--- src/rtl/emitter_pkg.sv ---
// Shared definitions for the instruction emitter: state encoding, header
// field positions and the decoded record layout.
package emitter_pkg;

  localparam logic [2:0] S_IDLE = 3'd0;
  localparam logic [2:0] S_HDR  = 3'd1;
  localparam logic [2:0] S_DAT0 = 3'd2;
  localparam logic [2:0] S_DAT1 = 3'd3;
  localparam logic [2:0] S_FULL = 3'd4;

  typedef enum logic [2:0] {
    IDLE = S_IDLE,
    HDR  = S_HDR,
    DAT0 = S_DAT0,
    DAT1 = S_DAT1,
    FULL = S_FULL
  } state_e;

  // Header byte layout, shared with the parser side
  localparam int OP_MSB  = 7;
  localparam int OP_LSB  = 5;
  localparam int D4_BIT  = 4;
  localparam int ARG_MSB = 3;

  localparam int NIB_W    = 4;
  localparam int MAX_NIBS = 3;
  localparam int NIBS_W   = MAX_NIBS * NIB_W;
  localparam logic [1:0] NCNT_MAX = 2'(MAX_NIBS);

  typedef struct packed {
    logic [OP_MSB-OP_LSB:0] op;
    logic                   d4;
    logic [ARG_MSB:0]       arg;
    logic [1:0]             ncnt;
    logic [NIBS_W-1:0]      nibs;
  } rec_t;

  // Assemble the header byte from a record
  function automatic logic [7:0] hdr_byte(rec_t r);
    logic [7:0] b;
    b                = '0;
    b[OP_MSB:OP_LSB] = r.op;
    b[D4_BIT]        = r.d4;
    b[ARG_MSB:0]     = r.arg;
    return b;
  endfunction

endpackage

--- src/rtl/emitter_if.sv ---
// Record-input handshake and memory write bus of the emitter.
// master: the emitter itself; slave: the record source / memory side.
interface emitter_if #(
  parameter int AW = 8
);
  import emitter_pkg::*;

  logic              in_valid;
  logic              in_ready;
  logic [2:0]        in_op;
  logic              in_d4;
  logic [3:0]        in_arg;
  logic [1:0]        in_ncnt;
  logic [NIBS_W-1:0] in_nibs;

  logic [AW-1:0]     mem_addr;
  logic [7:0]        mem_wdata;
  logic              mem_we;
  logic              mem_ready;

  modport master (
    input  in_valid, in_op, in_d4, in_arg, in_ncnt, in_nibs, mem_ready,
    output in_ready, mem_addr, mem_wdata, mem_we
  );

  modport slave (
    output in_valid, in_op, in_d4, in_arg, in_ncnt, in_nibs, mem_ready,
    input  in_ready, mem_addr, mem_wdata, mem_we
  );

endinterface

--- src/rtl/emitter_nib_packer.sv ---
// Combinational operand packer: selects the data byte for a given data
// state. Unused upper nibbles are padded with zero.
module emitter_nib_packer
  import emitter_pkg::*;
(
  input  state_e            state_i,
  input  logic [1:0]        ncnt_i,
  input  logic [NIBS_W-1:0] nibs_i,
  output logic [7:0]        data_o
);

  // Low nibble first; nib1 only present when at least two nibbles exist
  always_comb begin
    data_o = '0;
    case (state_i)
      DAT0: data_o = {(ncnt_i >= 2'd2) ? nibs_i[2*NIB_W-1:NIB_W] : 4'h0,
                      nibs_i[NIB_W-1:0]};
      DAT1: data_o = {4'h0, nibs_i[3*NIB_W-1:2*NIB_W]};
      default: data_o = '0;
    endcase
  end

endmodule

--- src/rtl/emitter.sv ---
// Instruction emitter: serialises decoded records into header + packed
// operand bytes on an auto-incrementing memory write port. Emission stops
// for good once the last address is written, until the next start.
module emitter
  import emitter_pkg::*;
#(
  parameter int            AW        = 8,
  parameter logic [AW-1:0] LAST_ADDR = {AW{1'b1}}
) (
  input  logic          clk,
  input  logic          reset_n,
  input  logic          start,
  input  logic [AW-1:0] base_addr,
  emitter_if.master     bus,
  output logic          busy,
  output logic          full,
  output logic          err
);

  state_e        state_q, state_d;
  rec_t          rec_q, rec_d;
  rec_t          rec_in;
  logic [AW-1:0] mem_addr_q, mem_addr_d;
  logic [7:0]    mem_wdata_q, mem_wdata_d;
  logic          mem_we_q, mem_we_d;
  logic          in_ready_q, in_ready_d;
  logic          busy_q, busy_d;
  logic          full_q, full_d;
  logic          err_q, err_d;
  logic          last_byte;
  logic [7:0]    data_byte;

  assign rec_in = '{op:   bus.in_op,
                    d4:   bus.in_d4,
                    arg:  bus.in_arg,
                    ncnt: bus.in_ncnt,
                    nibs: bus.in_nibs};

  // Data byte for whichever state is being entered next
  emitter_nib_packer u_packer (
    .state_i (state_d),
    .ncnt_i  (rec_d.ncnt),
    .nibs_i  (rec_d.nibs),
    .data_o  (data_byte)
  );

  // Next state, record capture, address advance and full/err flags
  always_comb begin
    state_d    = state_q;
    rec_d      = rec_q;
    mem_addr_d = mem_addr_q;
    full_d     = full_q;
    err_d      = err_q;
    last_byte  = 1'b0;
    if (start) begin
      // Start wins over everything, including a record offered this cycle
      state_d    = IDLE;
      mem_addr_d = base_addr;
      full_d     = 1'b0;
      err_d      = 1'b0;
    end else begin
      case (state_q)
        IDLE: begin
          if (bus.in_valid && in_ready_q) begin
            rec_d   = rec_in;
            state_d = HDR;
          end
        end
        HDR, DAT0, DAT1: begin
          if (bus.mem_ready) begin
            last_byte = ((state_q == HDR)  && (rec_q.ncnt == 2'd0)) ||
                        ((state_q == DAT0) && (rec_q.ncnt != NCNT_MAX)) ||
                        (state_q == DAT1);
            if (mem_addr_q == LAST_ADDR) begin
              // Region exhausted: hold the address, drop any remaining bytes
              full_d  = 1'b1;
              err_d   = err_q | ~last_byte;
              state_d = FULL;
            end else begin
              mem_addr_d = mem_addr_q + 1'b1;
              if (last_byte)              state_d = IDLE;
              else if (state_q == HDR)    state_d = DAT0;
              else                        state_d = DAT1;
            end
          end
        end
        default: ;
      endcase
    end
  end

  // Registered outputs derived from the state being entered
  always_comb begin
    mem_we_d    = (state_d == HDR) || (state_d == DAT0) || (state_d == DAT1);
    busy_d      = mem_we_d;
    in_ready_d  = (state_d == IDLE);
    mem_wdata_d = (state_d == HDR) ? hdr_byte(rec_d) : data_byte;
  end

  // State and output registers
  always_ff @(posedge clk or negedge reset_n) begin
    if (!reset_n) begin
      state_q     <= IDLE;
      rec_q       <= '0;
      mem_addr_q  <= '0;
      mem_wdata_q <= '0;
      mem_we_q    <= 1'b0;
      in_ready_q  <= 1'b0;
      busy_q      <= 1'b0;
      full_q      <= 1'b0;
      err_q       <= 1'b0;
    end else begin
      state_q     <= state_d;
      rec_q       <= rec_d;
      mem_addr_q  <= mem_addr_d;
      mem_wdata_q <= mem_wdata_d;
      mem_we_q    <= mem_we_d;
      in_ready_q  <= in_ready_d;
      busy_q      <= busy_d;
      full_q      <= full_d;
      err_q       <= err_d;
    end
  end

  assign bus.in_ready  = in_ready_q;
  assign bus.mem_addr  = mem_addr_q;
  assign bus.mem_wdata = mem_wdata_q;
  assign bus.mem_we    = mem_we_q;
  assign busy          = busy_q;
  assign full          = full_q;
  assign err           = err_q;

endmodule

--- src/flat_wrapper.sv ---
// flat-port wrapper written by rule: the top's interface ports become plain ports
module emitter_flat import emitter_pkg::*;
#(
  parameter int            AW        = 8,
  parameter logic [AW-1:0] LAST_ADDR = {AW{1'b1}}
)
  (clk, reset_n, start, base_addr, busy, full, err, bus_in_valid, bus_in_op, bus_in_d4, bus_in_arg, bus_in_ncnt, bus_in_nibs, bus_mem_ready, bus_in_ready, bus_mem_addr, bus_mem_wdata, bus_mem_we);
  emitter_if #(.AW(AW)) bus_i ();
  input  logic clk;
  input  logic reset_n;
  input  logic start;
  input  logic [AW-1:0] base_addr;
  output logic busy;
  output logic full;
  output logic err;
  input wire logic [$bits(bus_i.in_valid)-1:0] bus_in_valid;
  input wire logic [$bits(bus_i.in_op)-1:0] bus_in_op;
  input wire logic [$bits(bus_i.in_d4)-1:0] bus_in_d4;
  input wire logic [$bits(bus_i.in_arg)-1:0] bus_in_arg;
  input wire logic [$bits(bus_i.in_ncnt)-1:0] bus_in_ncnt;
  input wire logic [$bits(bus_i.in_nibs)-1:0] bus_in_nibs;
  input wire logic [$bits(bus_i.mem_ready)-1:0] bus_mem_ready;
  output wire logic [$bits(bus_i.in_ready)-1:0] bus_in_ready;
  output wire logic [$bits(bus_i.mem_addr)-1:0] bus_mem_addr;
  output wire logic [$bits(bus_i.mem_wdata)-1:0] bus_mem_wdata;
  output wire logic [$bits(bus_i.mem_we)-1:0] bus_mem_we;
  assign bus_i.in_valid = bus_in_valid;
  assign bus_i.in_op = bus_in_op;
  assign bus_i.in_d4 = bus_in_d4;
  assign bus_i.in_arg = bus_in_arg;
  assign bus_i.in_ncnt = bus_in_ncnt;
  assign bus_i.in_nibs = bus_in_nibs;
  assign bus_i.mem_ready = bus_mem_ready;
  assign bus_in_ready = bus_i.in_ready;
  assign bus_mem_addr = bus_i.mem_addr;
  assign bus_mem_wdata = bus_i.mem_wdata;
  assign bus_mem_we = bus_i.mem_we;
  emitter #(.AW(AW), .LAST_ADDR(LAST_ADDR)) u_core (.clk(clk), .reset_n(reset_n), .start(start), .base_addr(base_addr), .bus(bus_i), .busy(busy), .full(full), .err(err));
endmodule
--- config.mk ---
export PLATFORM = sky130hd
export DESIGN_NAME = emitter_flat
export DESIGN_NICKNAME = d
export VERILOG_FILES = /design/src/rtl/emitter_pkg.sv /design/src/rtl/emitter_if.sv /design/src/rtl/emitter_nib_packer.sv /design/src/rtl/emitter.sv /design/src/flat_wrapper.sv
export SDC_FILE = /design/constraint.sdc
export NUM_CORES = 1
export LEC_CHECK = 0
export ABC_AREA = 1
export CAP_MARGIN = 30
export CORE_MARGIN = 2
export CORE_UTILIZATION = 60
export CTS_BUF_LIST = sky130_fd_sc_hd__clkbuf_16
export DETAILED_ROUTE_END_ITERATION = 10
export DONT_BUFFER_PORTS = 1
export HOLD_SLACK_MARGIN = 0.12
export PLACE_DENSITY = 0.85
export SYNTH_ARGS = -nofsm -noshare
export SYNTH_HDL_FRONTEND = slang
export SYNTH_SLANG_ARGS = --single-unit
--- constraint.sdc ---
create_clock -name clk -period 2.1 [get_ports clk]
set_input_delay 0.105 -clock clk [delete_from_list [all_inputs] [get_ports clk]]
set_output_delay 0.105 -clock clk [all_outputs]
set_load 0.02 [all_outputs]
==> results.ini <==
[run_status]
status=completed

[detailed_routing]
drt-wirelength-per-cell_um=15.91
drtIter0Drc=84
first_pass_iters=4
drt-vias-per-instance=5.503
wl_um=5217
drc=0
via_count=1805
antenna_left=0

[logic_synthesis]
synthCells=242
yosysSeqAreaShare_pct=52.60
synth_area_mm2=0.002141
ys_types=32
synth_warnings=0
synth.ff_latch_count=45
syn_avg_cell_area_um2=8.846
synth_nets=278

[critical_path]
crit_top_cell=nand2_1
cpPeakStageDelay_ps=390
crit_required_ps=2270
worstPathCellList=ha_1 -> nand2_1 -> nor2_1 -> nand2_1 -> nand4_1 -> nand2_1 -> o211ai_1 -> o21ai_0 -> inv_1
cp.arrival_ps=2070
reg2reg_depth=9
worstSetupPathType=reg2reg
start_kind=register
critPathCaptureType=register
cp_slowest_cell=dfrtp_1
cp_max_fo=14

[cts]
clockBufferDepth=2
htree_levels=2
worstSkewPairLatency_ps=290
cts_sinks=45
cts_tree=done
numCtsBuffers=5
path_clk_slew_ps=60
clock_tree.root_cell=clkbuf_16
cts_setup_buffers=0

[run]
max_cap_violations=0

[floorplan]
num_rows=21
start_util_pct=63.16
die_area_mm2=0.004062
dieHeight_um=63.73
core_mm2=0.003390
pin_count=56
die_x_um=63.73

[placed_design]
io_buffers=0
dpl.hpwl_um=3016
dpl_cell_area_mm2=0.002205
gp_congestion=0.7889

[finish]
drive_gt1_share_pct=14.54
postLayoutCellArea_mm2=0.002703
antenna_cells=0
area_growth_syn_to_layout_pct=26.24
mostFrequentLayoutCells=nand2_1 (56), dfrtp_1 (45), dlygate4sd3_1 (33)
nets=317
final_common_cell=nand2_1

[timing]
finalSetupViolCount=0
hold_viol=0
worst_pin_slew_ps=567.2
slew_headroom_pct=62.06
drv_slew=0
rsz0062_at_grt=false
setup_tns_ps=0
post-route-period-util_pct=90.07
fmax_mhz=528.7
clock_skew_ps=3.630
layout_min_cycle_time_ps=1891

[hold_path]
hp-class=in2reg
hold_depth=4

[global_route]
grt_pass1_vias=1811
grt_util_all_layers_pct=28.35
grt-ovfl-total=0
grt_pass1_wl_um=8542
grt_max_degree=46
antenna_found_initial=0

[power_and_ir_drop]
power_frac_clock_pct=22.8
p_sw_mw=1.318
leakage_nw=1.297
power_density_mw_per_mm2=1249
p_sw_share_pct=39.07
comb_power_share_pct=32.9
vdd_drop_max_mv=0.9034
p_int_mw=2.056
seq_power_share_pct=44.4

registers in the layout (all words and copies together) (netlist names):
signal / flops
u_core.bus.mem_we: 1
u_core.full: 1
u_core.rec_q: 22
u_core.err: 1
u_core.bus.mem_addr: 8
u_core.bus.in_ready: 1
u_core.state_q: 3
u_core.bus.mem_wdata: 8
Yosys cell counts:
| library cell | count | area, µm² |
|---|---|---|
| nand2_2 | 9 | 56.30 |
| dfrtp_1 | 45 | 1126 |
| buf_1 | 1 | 3.750 |
| nor4_1 | 1 | 6.260 |
| or2_2 | 1 | 6.260 |
| o211ai_1 | 3 | 22.52 |
| o21ai_2 | 1 | 8.760 |
| o21a_1 | 1 | 7.510 |
| a31oi_1 | 2 | 12.51 |
| nor2_4 | 1 | 11.26 |
| nand2_4 | 1 | 11.26 |
| ha_1 | 1 | 12.51 |
| nand4_1 | 2 | 12.51 |
| o21ai_0 | 10 | 50.05 |
| xor2_1 | 2 | 17.52 |
| clkbuf_1 | 2 | 7.510 |
| nand3_2 | 2 | 20.02 |
| inv_1 | 21 | 78.83 |
| xnor2_1 | 2 | 17.52 |
| o21ai_1 | 4 | 20.02 |
| nor3_4 | 1 | 16.27 |
| nor2_1 | 19 | 71.32 |
| inv_2 | 2 | 7.510 |
| nand3_1 | 30 | 150.1 |
| nand2_1 | 56 | 210.2 |
| buf_2 | 4 | 20.02 |
| a21oi_1 | 7 | 35.03 |
| nor2_8 | 1 | 20.02 |
| nor3_1 | 2 | 10.01 |
| buf_4 | 1 | 7.510 |
| mux2_2 | 6 | 67.56 |
| a21oi_4 | 1 | 16.27 |
per-stage QoR:
stage	hold slack, ps	cells	power [mW]	setup WS (ps)	util, %
global placement	-190.0	286	2.443	324.2	65.04
detailed placement	-190.0	286	2.491	297.8	65.04
finish	144.7	328	3.374	208.5	79.73
floorplan	-190.6	242	2.255	394.3	-
global route	162.4	328	3.585	15.25	79.73
CTS	153.8	328	3.346	211.9	79.73
power by group through the flow:
stage | registers [mW] | clock network, mW | logic [mW]
finish | 1.50 | 0.768 | 1.11
CTS | 1.49 | 0.773 | 1.09
detailed placement | 1.50 | 0 | 0.993
floorplan | 1.49 | 0 | 0.767
global route | 1.52 | 0.820 | 1.25
global placement | 1.48 | 0 | 0.959
final timing paths:
kind	to	slack (ps)	start
max in group asynchronous	u_core.bus.mem_we	1570	reset_n
worst max-delay path	u_core.bus.mem_addr[5]	210	u_core.bus.mem_addr[0]
min in group asynchronous	u_core.rec_q[17]	330	reset_n
worst min register to register	u_core.rec_q[16]	480	u_core.rec_q[16]
worst min-delay path	u_core.full	140	bus_mem_ready
worst max register to register	u_core.bus.mem_addr[5]	210	u_core.bus.mem_addr[0]
layer usage:
metal	global-route usage [%]	wire length (µm)	vias to the layer above
met5	0	0	-
met4	14.67	146	0
met3	7.218	305	13
met2	49.34	2693	74
met1	32.10	2071	855
li1	-	-	863
worst max-delay path, delay by kind of cell, from the launching register on:
kind                     cells  cell delay [ps]
AND/OR/NAND/NOR              5              870
adder cells (fa/ha/maj)      1              210
AO/OA/AOI/OAI                2              260
buffers and inverters        1               50
flip-flops                   1              390
layout make-up:
cell class	instances	area, µm²
flip-flops and latches	45	1126
repair buffers	40	395.4
well taps	46	57.56
inverters	23	86.33
clock buffers	5	125.1
multi-input cells	166	889.6
fillers	202	686.9
clock inverters	3	22.52
timing repair:
item / 4_1_cts / 5_1_grt
gates resized for setup: 0 / 0
hold buffers: 34 / 0
endpoints found under the hold margin: 83 / 0
cell families (layout without fill, tap and decap cells):
family,count (synthesis),after routing,share of synthesized area (%)
DFF,45,45,52.60
buffers and inverters,31,71,5.845
and+or+nand+nor,126,126,28.11
xor gates and xnor gates,4,4,1.637
adders and majority gates,1,1,0.5844
muxes,6,6,3.156
AOI/OAI and AO/OA,29,29,8.066
(Power assumes the default switching activity.)
